## src/rtl/fetch_pkg.sv

```systemverilog
// Shared types and constants for the instruction fetch unit and its queue.
package fetch_pkg;

    typedef enum logic [0:0] {
        FETCH = 1'b0,
        HALT  = 1'b1
    } fetch_state_t;

    typedef struct packed {
        logic [31:0] pc;
        logic [31:0] inst;
    } fetch_entry_t;

    // An all-zero word terminates the program and parks the fetcher.
    localparam logic [31:0] INST_HALT = 32'h0;

endpackage

```

## src/rtl/fetch_queue.sv

```systemverilog
// Synchronous FIFO of fetched {pc, inst} entries with flush and occupancy count.
module fetch_queue
    import fetch_pkg::*;
#(
    parameter int QUEUE_DEPTH = 4
) (
    input  logic                           clk,
    input  logic                           rst,
    input  logic                           flush,
    input  logic                           push,
    input  fetch_entry_t                   push_entry,
    input  logic                           pop,
    output fetch_entry_t                   head,
    output logic [$clog2(QUEUE_DEPTH):0]   count
);

    localparam int PW = $clog2(QUEUE_DEPTH);
    localparam int CW = PW + 1;

    fetch_entry_t   mem [QUEUE_DEPTH];
    logic [PW-1:0]  wr_ptr;
    logic [PW-1:0]  rd_ptr;

    // Depth is a power of two, so the pointers wrap modulo QUEUE_DEPTH for free.
    always_ff @(posedge clk) begin
        if (rst || flush) begin
            wr_ptr <= '0;
            rd_ptr <= '0;
            count  <= '0;
        end else begin
            if (push) wr_ptr <= wr_ptr + PW'(1);
            if (pop)  rd_ptr <= rd_ptr + PW'(1);
            case ({push, pop})
                2'b10:   count <= count + CW'(1);
                2'b01:   count <= count - CW'(1);
                default: count <= count;
            endcase
        end
    end

    // NOTE: storage is deliberately not reset; pointers and count alone say which entries are live.
    always_ff @(posedge clk) begin
        if (push) mem[wr_ptr] <= push_entry;
    end

    assign head = mem[rd_ptr];

endmodule

```

## src/rtl/inst_fetch.sv

```systemverilog
// Instruction fetch: issues single-word imem reads, queues responses, and hands them to decode.
module inst_fetch
    import fetch_pkg::*;
#(
    parameter int          ADDR_WIDTH  = 8,
    parameter int          QUEUE_DEPTH = 4,
    parameter logic [31:0] RESET_PC    = 32'h0
) (
    input  logic                  clk,
    input  logic                  rst,
    output logic                  imem_csb0,
    output logic                  imem_web0,
    output logic [ADDR_WIDTH-1:0] imem_addr0,
    output logic [31:0]           imem_din0,
    input  logic [31:0]           imem_dout0,
    input  logic                  redirect_valid,
    input  logic [31:0]           redirect_pc,
    output logic                  inst_valid,
    input  logic                  inst_ready,
    output logic [31:0]           inst_data,
    output logic [31:0]           inst_pc
);

    localparam int             CW      = $clog2(QUEUE_DEPTH) + 1;
    localparam logic [CW:0]    DEPTH_W = QUEUE_DEPTH[CW:0];

    fetch_state_t   state_q, state_d;
    logic [31:0]    fetch_pc_q;
    logic [31:0]    tag_pc_q;
    logic           inflight_q;
    logic [CW-1:0]  q_count;
    logic [CW:0]    occupancy;
    fetch_entry_t   q_head;
    logic           issue, capture, push, pop;

    // Reserve a slot for the in-flight response so the queue can never overflow.
    assign occupancy = {1'b0, q_count} + {{CW{1'b0}}, inflight_q};
    assign issue     = (state_q == FETCH) && !rst && !redirect_valid && (occupancy < DEPTH_W);
    assign capture   = inflight_q && (state_q == FETCH) && !rst && !redirect_valid;
    assign push      = capture && (imem_dout0 != INST_HALT);

    assign inst_valid = (q_count != '0) && !rst && !redirect_valid;
    assign pop        = inst_valid && inst_ready;
    assign inst_data  = inst_valid ? q_head.inst : 32'h0;
    assign inst_pc    = inst_valid ? q_head.pc   : 32'h0;

    assign imem_csb0  = ~issue;
    assign imem_web0  = 1'b1;
    assign imem_din0  = 32'h0;
    assign imem_addr0 = fetch_pc_q[ADDR_WIDTH+1:2];

    // NOTE: default first so every path assigns state_d and no latch is inferred.
    always_comb begin
        state_d = state_q;
        if (redirect_valid)
            state_d = FETCH;
        else if (capture && (imem_dout0 == INST_HALT))
            state_d = HALT;
    end

    // NOTE: sequential state uses non-blocking assignments only.
    always_ff @(posedge clk) begin
        if (rst) state_q <= FETCH;
        else     state_q <= state_d;
    end

    always_ff @(posedge clk) begin
        if (rst) begin
            fetch_pc_q <= RESET_PC;
            tag_pc_q   <= 32'h0;
            inflight_q <= 1'b0;
        end else begin
            inflight_q <= issue;
            if (redirect_valid) begin
                fetch_pc_q <= redirect_pc;
            end else if (issue) begin
                tag_pc_q   <= fetch_pc_q;
                fetch_pc_q <= fetch_pc_q + 32'd4;
            end
        end
    end

    fetch_queue #(
        .QUEUE_DEPTH (QUEUE_DEPTH)
    ) u_queue (
        .clk        (clk),
        .rst        (rst),
        .flush      (redirect_valid),
        .push       (push),
        .push_entry ('{pc: tag_pc_q, inst: imem_dout0}),
        .pop        (pop),
        .head       (q_head),
        .count      (q_count)
    );

endmodule

```

## config.mk

```make
export PLATFORM = sky130hd
export DESIGN_NAME = inst_fetch
export DESIGN_NICKNAME = d
export VERILOG_FILES = /design/src/rtl/fetch_pkg.sv /design/src/rtl/fetch_queue.sv /design/src/rtl/inst_fetch.sv
export SDC_FILE = /design/constraint.sdc
export NUM_CORES = 1
export LEC_CHECK = 0
export CAP_MARGIN = 5
export CORE_UTILIZATION = 47
export DETAILED_ROUTE_END_ITERATION = 8
export PLACE_DENSITY_LB_ADDON = 0.2
export SETUP_SLACK_MARGIN = 0.1
export SLEW_MARGIN = 25
export SYNTH_ARGS = -nofsm -noshare
export SYNTH_HDL_FRONTEND = slang
export SYNTH_SLANG_ARGS = --single-unit
```

## constraint.sdc

```tcl
create_clock -name clk -period 6.3 [get_ports clk]
set_clock_uncertainty 0.1 [all_clocks]
set_input_delay 1.575 -clock clk [delete_from_list [all_inputs] [get_ports clk]]
set_output_delay 1.575 -clock clk [all_outputs]
set_load 0.01 [all_outputs]
```

==> impl_metrics.tcl <==
set metrics [dict create \
    status "finished clean" \
    yosysWarnings 0 \
    arrival_ns 3.70 \
    grt_pass1_vias 7750 \
    drive_gt1_frac 0.140 \
    hold_path.class "reg2reg" \
    track_usage 0.196 \
    die_x_um 172 \
    ir_drop_mv 0.169 \
    crit_buf_inv 3 \
    start_kind "input pin" \
    dieArea_sq_um 29500 \
    drtIter0Drc 613 \
    cts_htree_levels 2 \
    cts_hold_buffers 0 \
    synth-main-ff-cell "edfxtp_1" \
    syn_area_sq_um 13500 \
    final_cells 1440 \
    slew_viol_final 0 \
    ys_ff_latch 331 \
    maxCapViolCount 0 \
    cts_tree "done" \
    tightest_slew_ns 1.00 \
    synth.distinct_cells 60 \
    p_per_area_nw_per_um2 279 \
    syn_to_final_growth_pct 20.4 \
    cts.sinks 331 \
    clkTransAtPathRegs_ns 0.06 \
    die_h_um 172 \
    finalHoldViolCount 0 \
    grt_pass1_wl_um 43500 \
    crit_chain "clkdlybuf4s50_1 -> or2_1 -> nor2_4 -> buf_12 -> and2_1 -> clkdlybuf4s50_1" \
    crit_top_cell "clkdlybuf4s50_1" \
    syn-instance-count 905 \
    routedWlPerCell_um 19.4 \
    syn_area_per_cell_sq_um 14.9 \
    nNetsFinal 1111 \
    cts_resized 0 \
    p_leak_nw 5.23 \
    rows 61 \
    ff_latch_area_sq_um 9200 \
    cts.path.max_buffers 3 \
    final_util 0.581 \
    critPathKind "in2out" \
    power_mw 4.54 \
    min_period_ns 5.37 \
    gp_congestion 0.840 \
    cp-end-kind "output pin" \
    fin_tns_setup_ns 0 \
    core_area_sq_um 28000 \
    detail-route-antenna-nets 0 \
    cts_setup_buffers 0 \
    slew_headroom 0.333 \
    antenna_found_initial 0 \
    nFillCells 2266 \
    holdWs_ns 0.367 \
    via_per_inst 5.38 \
    setup_viol 0 \
    drcViolationCount 0 \
    via_count 7746 \
    required_ns 4.62 \
    cts_buffers 36 \
    critical_path_peak_fanout 60 \
    overflow 0 \
    synth_edf_count 256 \
    wl_um 27900 \
    port_buffers 141 \
    max_freq_ghz 0.186 \
    clk_root_buffer_cell "clkbuf_16" \
    placed_cells 1376 \
    critPathTopFamily "buffers and inverters" \
    first_pass_iters 4 \
    rsz0062_at_grt "false" \
    grt_max_degree 68 \
    ys_async_sr_fraction 0 \
    multi_input_comb_area_sq_um 3890 \
    worstSkewPairLatency_ns 0.50 \
    cp_slowest_stage_delay_ns 0.54 \
    initial_core_util 0.483 \
    n_antenna_cell 0 \
    fin_crit_sh 0.853 \
    yosysSeqAreaShare 0.679 \
    ioPinCount 175 \
    cp_slowest_cell "clkdlybuf4s50_1" \
    dpl.hpwl_um 16700 \
]
## final cells by class
| class | instances | area share |
|---|---|---|
| multi-input cells | 498 | 0.239 |
| flip-flops and latches | 331 | 0.565 |
| well taps | 378 | 0.0290 |
| clock inverters | 14 | 0.00730 |
| inverters | 15 | 0.00346 |
| repair buffers | 154 | 0.0954 |
| clock buffers | 50 | 0.0611 |
## through the flow
stage               worst slack (ns)  area, sq um
floorplan                      0.835        13600
global placement               0.973        15200
detailed placement             0.919        15200
CTS                            0.910        16300
global route                   0.786        16300
finish                         0.925        16300
## final timing paths
check / start / cells past startpoint / slack (ns) / to
setup / recovery: redirect_valid / 6 / 0.93 / inst_data[2]
hold / removal: fetch_pc_q[1] / 2 / 0.37 / tag_pc_q[1]
setup reg to reg: u_queue.count[2] / 10 / 3.67 / u_queue.count[2]
hold reg to reg: fetch_pc_q[1] / 2 / 0.37 / tag_pc_q[1]
## where the power goes
group          switching, mW  internal (mW)  total [mW]
clock network          0.792           1.18        1.97
registers             0.0300           2.37        2.40
logic                 0.0910         0.0743       0.165
total                  0.913           3.63        4.54
## synth_stat cells, types with 4 or more instances
cell type,count,share of area
edfxtp_1,256,0.57
nand2_1,92,0.026
dfxtp_1,75,0.11
and2_1,69,0.032
mux4_2,64,0.11
a21oi_1,51,0.019
buf_4,42,0.023
nor2_1,36,0.010
clkbuf_1,22,0.0061
buf_2,21,0.0078
nand4_1,17,0.0079
nand3_1,16,0.0059
o21ai_0,16,0.0059
inv_1,14,0.0039
a31oi_1,12,0.0055
nor4_1,10,0.0046
ha_1,6,0.0055
xor2_1,6,0.0039
a22oi_1,5,0.0028
nor3_1,5,0.0018
mux2_2,4,0.0033
nand2b_1,4,0.0018
nor2b_1,4,0.0018
o22ai_1,4,0.0018
## kinds of logic after synthesis
logic type,count (synthesis),share of synthesized area
and+or+nand+nor,273,0.104
other,2,0.000555
DFF,331,0.679
adders and majority gates,7,0.00703
xor gates and xnor gates,7,0.00453
muxes,71,0.112
buffers and inverters,107,0.0446
AOI/OAI and AO/OA,107,0.0477
## layer usage
metal / share of wire / track usage / vias up
met5: 0 / 0 / -
met4: 0.016 / 0.0512 / 0
met3: 0.048 / 0.0315 / 38
met2: 0.48 / 0.319 / 220
met1: 0.45 / 0.273 / 3881
li1: - / - / 3607
## cell usage in the layout, fill, tap and decap left out, types with 4 or more instances in the layout
master | Yosys | layout
clkinv_1 | 0 | 5
clkbuf_1 | 22 | 11
nand4_1 | 17 | 17
a22oi_1 | 5 | 5
nand3_1 | 16 | 16
ha_1 | 6 | 6
buf_4 | 42 | 9
conb_1 | 2 | 33
nor2_1 | 36 | 31
o22ai_1 | 4 | 4
and2_1 | 69 | 68
buf_12 | 0 | 4
o21ai_0 | 16 | 16
dfxtp_1 | 75 | 73
clkdlybuf4s50_1 | 0 | 140
mux2_2 | 4 | 4
nor2b_1 | 4 | 4
inv_1 | 14 | 14
nor3_1 | 5 | 5
a31oi_1 | 12 | 12
nand2b_1 | 4 | 4
clkinv_2 | 0 | 5
xor2_1 | 6 | 6
a21oi_1 | 51 | 51
nand2_1 | 92 | 92
edfxtp_1 | 256 | 256
clkbuf_16 | 0 | 37
nor2_4 | 0 | 5
mux4_2 | 64 | 64
nor4_1 | 10 | 10
## tightest hold or removal path: cells and delay by family, from the launching register on
kind | cells | cell delay, ns
AOI/OAI and AO/OA | 1 | 0.05
DFF | 1 | 0.31
and+or+nand+nor | 1 | 0.05
## sequential cells by signal, indices dropped and copies added, names as in the netlist, named ones only
register / count
fetch_pc_q: 32
u_queue.count: 3
u_queue.mem: 256
u_queue.rd_ptr: 2
u_queue.wr_ptr: 2
state_q: 1
inflight_q: 1
tag_pc_q: 32
(Power assumes the default switching activity.)
